**config.mk**
```make
export PLATFORM = sky130hd
export DESIGN_NAME = instr_fetch_unit
export DESIGN_NICKNAME = d
export VERILOG_FILES = /design/src/rtl/instr_fetch_unit.sv
export SDC_FILE = /design/constraint.sdc
export NUM_CORES = 1
export LEC_CHECK = 0
export CAP_MARGIN = 20
export CORE_MARGIN = 8
export CORE_UTILIZATION = 55
export DETAILED_ROUTE_END_ITERATION = 7
export PLACE_DENSITY = 0.81
export REMOVE_ABC_BUFFERS = 1
export SKIP_CTS_REPAIR_TIMING = 1
export SLEW_MARGIN = 20
export SYNTH_ARGS = -nofsm -noshare
export SYNTH_HDL_FRONTEND = slang
export SYNTH_SLANG_ARGS = --single-unit
```
**constraint.sdc**
```tcl
create_clock -name clk -period 4.4 [get_ports clk]
set_input_delay 0.88 -clock clk [delete_from_list [all_inputs] [get_ports clk]]
set_output_delay 0.88 -clock clk [all_outputs]
set_load 0.05 [all_outputs]
```
**src/rtl/instr_fetch_unit.sv**
```systemverilog
// Fetch stage: PC generation, one word read per cycle, DEPTH-entry instruction/PC FIFO to decode.
// Optional macro FETCH_STALL_CNT_EN adds a saturating decode-starved cycle counter on stall_cnt.
module instr_fetch_unit #(
   parameter int                ADDR_W   = 32,
   parameter int                INST_W   = 32,
   parameter int                DEPTH    = 4,
   parameter logic [ADDR_W-1:0] RESET_PC = '0
) (
   input  logic              clk,
   input  logic              reset,
   output logic              imem_req,
   output logic [ADDR_W-1:0] imem_addr,
   input  logic [INST_W-1:0] imem_rdata,
   input  logic              redirect_valid,
   input  logic [ADDR_W-1:0] redirect_pc,
   output logic              dec_valid,
   input  logic              dec_ready,
   output logic [INST_W-1:0] dec_instr,
   output logic [ADDR_W-1:0] dec_pc,
   output logic [31:0]       stall_cnt
);
   localparam int                PTR_W   = $clog2(DEPTH);
   localparam logic [PTR_W+1:0]  DEPTH_L = (PTR_W+2)'(DEPTH);

   logic [ADDR_W-1:0] pc_reg;
   logic [ADDR_W-1:0] req_pc_reg;
   logic              inflight_reg;
   logic              kill_reg;
   logic [PTR_W-1:0]  wr_ptr_reg;
   logic [PTR_W-1:0]  rd_ptr_reg;
   logic [PTR_W:0]    count_reg;

   logic [INST_W-1:0] instr_mem [DEPTH];
   logic [ADDR_W-1:0] pc_mem    [DEPTH];

   logic              push;
   logic              pop;
   logic [PTR_W+1:0]  credit_used;

   // A request is only issued when the FIFO has room for its response, so pushes never overflow.
   assign credit_used = {1'b0, count_reg} + {{(PTR_W+1){1'b0}}, inflight_reg};
   assign imem_req    = reset && !redirect_valid && (credit_used < DEPTH_L);
   assign imem_addr   = pc_reg;

   assign dec_valid = (count_reg != '0);
   assign dec_instr = dec_valid ? instr_mem[rd_ptr_reg] : '0;
   assign dec_pc    = dec_valid ? pc_mem[rd_ptr_reg]    : '0;

   assign push = inflight_reg && !kill_reg && !redirect_valid;
   assign pop  = dec_valid && dec_ready && !redirect_valid;

   always_ff @(posedge clk or negedge reset) begin
      if (!reset) begin
         pc_reg       <= RESET_PC;
         req_pc_reg   <= '0;
         inflight_reg <= 1'b0;
         kill_reg     <= 1'b0;
         wr_ptr_reg   <= '0;
         rd_ptr_reg   <= '0;
         count_reg    <= '0;
      end else begin
         kill_reg     <= redirect_valid;
         inflight_reg <= imem_req;
         if (redirect_valid) begin
            pc_reg <= redirect_pc & ~ADDR_W'(3);
         end else if (imem_req) begin
            pc_reg     <= pc_reg + ADDR_W'(4);
            req_pc_reg <= pc_reg;
         end
         // Redirect flushes the queue and discards any same-cycle pop or arriving response.
         if (redirect_valid) begin
            wr_ptr_reg <= '0;
            rd_ptr_reg <= '0;
            count_reg  <= '0;
         end else begin
            if (push) wr_ptr_reg <= wr_ptr_reg + 1'b1;
            if (pop)  rd_ptr_reg <= rd_ptr_reg + 1'b1;
            case ({push, pop})
               2'b10:   count_reg <= count_reg + 1'b1;
               2'b01:   count_reg <= count_reg - 1'b1;
               default: count_reg <= count_reg;
            endcase
         end
      end
   end

   always_ff @(posedge clk) begin
      if (push) begin
         instr_mem[wr_ptr_reg] <= imem_rdata;
         pc_mem[wr_ptr_reg]    <= req_pc_reg;
      end
   end

`ifdef FETCH_STALL_CNT_EN
   logic [31:0] stall_cnt_reg;

   // Counts cycles where decode is ready but starved; survives redirects, saturates at all-ones.
   always_ff @(posedge clk or negedge reset) begin
      if (!reset)
         stall_cnt_reg <= '0;
      else if (dec_ready && !dec_valid && (stall_cnt_reg != 32'hFFFF_FFFF))
         stall_cnt_reg <= stall_cnt_reg + 32'd1;
   end

   assign stall_cnt = stall_cnt_reg;
`else
   assign stall_cnt = 32'd0;
`endif

endmodule
```
======== After elaboration in Yosys (flattened, before gate mapping) ========
Memories as Yosys holds them, arrays and structs flattened.
Index checks and enable logic that the tools add are counted.
storage, ports and cells
  register bits ........................... 73
  memory bits (writable) .................. 256
  input port bits ......................... 68
  output and inout port bits .............. 130
  memories ................................ 2
memory list
  name       depth  width  read ports  clocked after memory_dff  wr ports  RTL line  source
  instr_mem  4      32     1           0                         1         33        logic [INST_W-1:0] instr_mem [DEPTH];
  pc_mem     4      32     1           0                         1         34        logic [ADDR_W-1:0] pc_mem [DEPTH];
operators by class
  $add $sub $neg .......................... 6
  $lt $le $gt $ge ......................... 1
  equality and inequality tests ........... 2
  mux-type cells .......................... 12
  bitwise operators ....................... 1
  reduce and logical (&&, ||, !) cells .... 14
operator list
  cell                                                                           count
  32-bit 2-to-1 mux                                                              4
  32-bit by 3-bit adder with 32-bit output (second input constant)               1
  2-bit 2-to-1 mux                                                               4
  1-bit logical AND                                                              6
  3-bit case mux with 2 select lines                                             1
  2-bit nonzero test                                                             3
  3-bit nonzero test                                                             2
  2-bit by 1-bit adder with 2-bit output (second input constant)                 2
  3-bit by 1-bit adder with 4-bit output                                         1
  4-bit by 3-bit less-than comparator with 1-bit output (second input constant)  1
  3-bit by 1-bit adder with 3-bit output (second input constant)                 1
  3-bit 2-to-1 mux                                                               1
  3-bit by 1-bit subtractor with 3-bit output (second input constant)            1
  2-bit by 1-bit equality test with 1-bit output (second input constant)         1
  2-bit equality test (second input constant)                                    1
  1-bit logical NOT                                                              2
  1-bit 2-to-1 mux                                                               2
  2-bit AND reduction                                                            1
  1-bit NOT                                                                      1

======== Depth between registers and ports, before layout ========
Gate-level depths: netlist of the first run.
  depth after elaboration ................. 6
  mapped depth ............................ 8
  gate-level depth less buffers ........... 8

======== Worst setup path before layout of the first run ========
Ideal clock, no wire load.
  path type ............................... input to register
  from .................................... in redirect_valid
  to ...................................... mem instr_mem[1][0], enable pin
  data arrival time ....................... 2.819 ns
  required time ........................... 3.973 ns
  slack ................................... 1.154 ns
  stages .................................. 3
  path buffers ............................ 1
  cell sequence ........................... clkinv_1 > clkbuf_1 > and3_1
on the way
  longest elaborated chain between the ends .. 4
ends and longest elaborated chain
  item                                    RTL line  source
  from (decl)                             14        input logic redirect_valid,
  1-bit logical NOT                       49        assign push = inflight_reg && !kill_reg && !redirect_valid;
  1-bit logical AND                       49
  1-bit 2-to-1 mux                        88        if (push) begin
  1-bit 2-to-1 mux (implied by the code)  89        instr_mem[wr_ptr_reg] <= imem_rdata;
  to (decl)                               33
No other way between the ends.

======== Final worst setup path of the first run ========
  from .................................... reg rd_ptr_reg[0]
  to ...................................... out dec_pc[19]
on the way
  longest elaborated chain between the ends .. 2
ends and longest elaborated chain
  item                    RTL line  source
  from (decl)             30        logic [PTR_W-1:0] rd_ptr_reg;
  from (signal assigned)  77        if (pop) rd_ptr_reg <= rd_ptr_reg + 1'b1;
  memory read 4 x 32 bit  n/a
  32-bit 2-to-1 mux       47        assign dec_pc = dec_valid ? pc_mem[rd_ptr_reg] : '0;
  to (decl)               19        output logic [ADDR_W-1:0] dec_pc,
No other way between the ends.

==> results of run 1 <==
[cell type report]
cell class | count | area [um2] | area share (%)
Clock inverter | 21 | 319 | 1.99
Clock buffer | 37 | 838 | 5.23
Timing Repair Buffer | 177 | 1780 | 11.1
Sequential cell | 317 | 9180 | 57.2
Tap cell | 319 | 399 | 2.49
Inverter | 8 | 30.0 | 0.187
Multi-Input combinational cell | 443 | 3490 | 21.8
[power by group]
group / internal [mW] / switching [mW] / total (mW) / leakage [nW]
clock: 1.83 / 1.09 / 2.92 / 0.568
sequential: 3.51 / 0.272 / 3.78 / 3.10
combinational: 1.18 / 1.99 / 3.17 / 1.99
[kinds of logic (layout without fill, tap and decap cells)]
| group | count (synthesis) | in the layout | share of synthesized area (%) |
|---|---|---|---|
| flip-flops | 317 | 317 | 70.6 |
| AND/OR/NAND/NOR | 264 | 264 | 10.0 |
| buffers and inverters | 86 | 243 | 3.69 |
| AO/OA/AOI/OAI | 68 | 68 | 3.74 |
| multiplexers | 64 | 64 | 10.9 |
| adder cells (fa/ha/maj) | 6 | 6 | 0.636 |
| XOR/XNOR | 5 | 5 | 0.337 |
| other | 1 | 36 | 0.0289 |
[metrics by stage]
stage | power [mW] | setup TNS [ns] | hold WS [ns]
2_1_floorplan | 5.93 | -0.747 | 0.476
3_3_place_gp | 7.00 | 0 | 0.491
3_5_place_dp | 7.06 | 0 | 0.505
4_1_cts | 9.99 | 0 | 0.518
5_1_grt | 10.3 | 0 | 0.530
6_report | 9.88 | 0 | 0.516
[cell usage after synthesis, types with 3 or more instances]
master | n | share of area, %
sky130_fd_sc_hd__nor3_1 | 4 | 0.15
sky130_fd_sc_hd__o311ai_0 | 4 | 0.27
sky130_fd_sc_hd__mux4_2 | 62 | 11
sky130_fd_sc_hd__and3_1 | 6 | 0.29
sky130_fd_sc_hd__a32oi_1 | 3 | 0.20
sky130_fd_sc_hd__a31oi_1 | 3 | 0.14
sky130_fd_sc_hd__ha_1 | 5 | 0.48
sky130_fd_sc_hd__a31o_2 | 3 | 0.20
sky130_fd_sc_hd__buf_1 | 5 | 0.14
sky130_fd_sc_hd__o311ai_1 | 3 | 0.20
sky130_fd_sc_hd__dfrtp_1 | 69 | 13
sky130_fd_sc_hd__o21ai_0 | 22 | 0.85
sky130_fd_sc_hd__nor2_1 | 20 | 0.58
sky130_fd_sc_hd__buf_2 | 11 | 0.42
sky130_fd_sc_hd__edfxtp_1 | 248 | 57
sky130_fd_sc_hd__o211ai_1 | 10 | 0.58
sky130_fd_sc_hd__buf_4 | 36 | 2.1
sky130_fd_sc_hd__a21oi_1 | 6 | 0.23
sky130_fd_sc_hd__nand2_1 | 125 | 3.6
sky130_fd_sc_hd__or3_1 | 3 | 0.14
sky130_fd_sc_hd__inv_1 | 6 | 0.17
sky130_fd_sc_hd__nand3_1 | 15 | 0.58
sky130_fd_sc_hd__nand4_1 | 15 | 0.72
sky130_fd_sc_hd__clkbuf_1 | 25 | 0.72
sky130_fd_sc_hd__and2_1 | 66 | 3.2
sky130_fd_sc_hd__xnor2_1 | 3 | 0.20
sky130_fd_sc_hd__a221o_1 | 5 | 0.39
[critical path: cells and delay by family (launching register included)]
family                 cells  cell delay, ns
buffers and inverters      2            1.04
DFF                        1            0.78
muxes                      1            0.52
and+or+nand+nor            1            0.18
[routing by layer]
layer / part of all wire (%) / track usage, % / vias to the layer above
met5: 0 / 0 / -
met4: 1.5 / 4.23 / 0
met3: 7.5 / 4.23 / 41
met2: 48 / 31.4 / 292
met1: 43 / 25.3 / 3768
li1: - / - / 3347
[worst max path at each step]
stage / start / depth (start not counted) / to
2_1_floorplan: redirect_valid / 6 / imem_addr[13]
3_3_place_gp: rd_ptr_reg[0] / 4 / dec_pc[30]
3_5_place_dp: rd_ptr_reg[0] / 4 / dec_pc[30]
4_1_cts: rd_ptr_reg[0] / 4 / dec_pc[30]
5_1_grt: rd_ptr_reg[0] / 4 / dec_pc[19]
6_report: rd_ptr_reg[0] / 4 / dec_pc[19]
[layout by cell type, fill, tap and decap left out, drive strengths merged, types with 2 or more instances in the layout]
cell	n
dfrtp	69
a21o	2
a32oi	3
a31o	3
xor2	2
nor4	2
a21oi	6
clkbuf	37
a41oi	2
mux4	62
nand4	15
a221o	6
a31oi	3
mux2i	2
and3	7
clkinv	12
and2	66
nand3	16
inv	8
o21ai	22
xnor2	3
buf	20
o211ai	10
ha	5
bufinv	8
and4	2
nand2	125
or3	3
o311ai	8
edfxtp	248
nor3	4
conb	36
nor2	20
clkdlybuf4s50	157
==> impl_metrics.yaml, run 1 <==
sta:
  setup_ws_ns: 0.433
  timing.slew.headroom_pct: 31.5
  tightestPinTransition_ns: 1.02
  finalMaxSlewViolations: 0
  fin_skew_ns: 0.0140
  unrepaired_setup_endpoints_after_global_routing: "no"
  crit_path_time_final_ns: 3.97
  achievable-frequency_mhz: 252
  timing.final.hold_violations: 0
  fin_crit_sh_pct: 90.2
  report.final.setup_viol: 0
logic_synthesis:
  synth-edff-count: 248
  ys_dominant_reg_cell: "sky130_fd_sc_hd__edfxtp_1"
  post_synthesis_instance_area_mm2: 0.0130
  synth-async-reset-ratio_pct: 21.8
  netlist_instances: 811
  synth.yosys.seq_area_share_pct: 70.6
  netlist-cell-type-count: 49
  synth.ff_latch_count: 317
  yosys_warnings: 0
  synth.avg_cell_area_um2: 16.0
cells_and_area:
  finish.utilization_pct: 68.8
  final_layout_size_suffix_gt1_share_pct: 15.2
  largest_reg_flops: 128
  largest-register: "instr_mem"
  fillCellCount: 1515
  final_cells: 1322
  largest_registers: "instr_mem (128), pc_mem (120)"
  num-nets-final: 1052
  design_area_mm2: 0.0160
  area_delta_synth_final_pct: 23.5
  antenna_cells_inserted: 0
detailed_routing:
  via_count: 7448
  avg_wl_per_cell_um: 20.6
  first_iter_violations: 596
  postRouteWirelength_um: 27200
  viasPerCell: 5.63
  remaining_drc_errors: 0
  first_pass_iters: 6
  antenna_violating_nets_post_route: 0
setup_path:
  critical_path_class: "flip-flop to output pin"
  worstPathRequired_ns: 3.52
  ff2ff_path_depth: 7
  cpMaxStageDelayCell: "sky130_fd_sc_hd__dfrtp_4"
  cp_cell_sequence: "buf_4, mux4_2, and2_1, clkdlybuf4s50_1"
  r2r_slack_ns: 1.38
  critical_path.endpoint_type: "output pin"
  critical_path.max_stage_delay_ns: 0.78
  cp_data_arrival_time_ns: 3.09
  startpoint_type: "flip-flop"
  cp_max_fo: 27
  reg2reg_to: "count_reg[2]"
  critical_path.reg2reg.startpoint: "count_reg[0]"
worst_hold_path:
  worstHoldStart: "req_pc_reg[4]"
  whs_path_depth: 0
  hold-path-endpoint: "pc_mem[0][4]"
  holdCritPathClass: "flip-flop to flip-flop"
grt:
  grt_pass1_wl_um: 42800
  globalRouteTotalUtil_pct: 18.9
  first_global_vias: 7813
  grt_remaining_overflow: 0
  grt_max_degree: 70
  antenna_found_initial: 0
floorplan:
  num_io_pins: 198
  die_h_um: 170
  initial_core_util_pct: 55.7
  std_cell_rows: 56
  die-area_mm2: 0.0288
  area_of_the_core_mm2: 0.0233
  die_width_um: 170
place:
  place_inst: 1264
  hpwlAfterDp_um: 16600
  portBuffers: 159
  finalWeightedCongestion: 0.813
  placement.cell_area_mm2: 0.0149
  worst_slack_at_placement_ns: 0.914
pwr:
  power.static_leakage_nw: 5.66
  total_power_per_unit_cell_area_mw_per_mm2: 616
  worst_ir_drop_vdd_mv: 0.423
clocking:
  htree_num_levels: 1
  clock_sinks: 317
  clk_path_buf_depth: 3
  cts_tree: "built"
  worst_setup_hold_path_clk_slew_ns: 0.06
  ctsRootBufferMaster: "sky130_fd_sc_hd__clkbuf_16"
  cts_made_buffers: 31
  insertion_delay_ns: 0.56
run_status:
  status: "completed"
job:
  timing.max_cap.violations: 0
Note: power is estimated with default switching activity, not from simulation.
==> inputs of run 2 (changes only) <==
CAP_MARGIN = default   (was 20)
==> results of run 2 <==
Same layout as run 1: the final DEF is identical, and so are final timing and power.
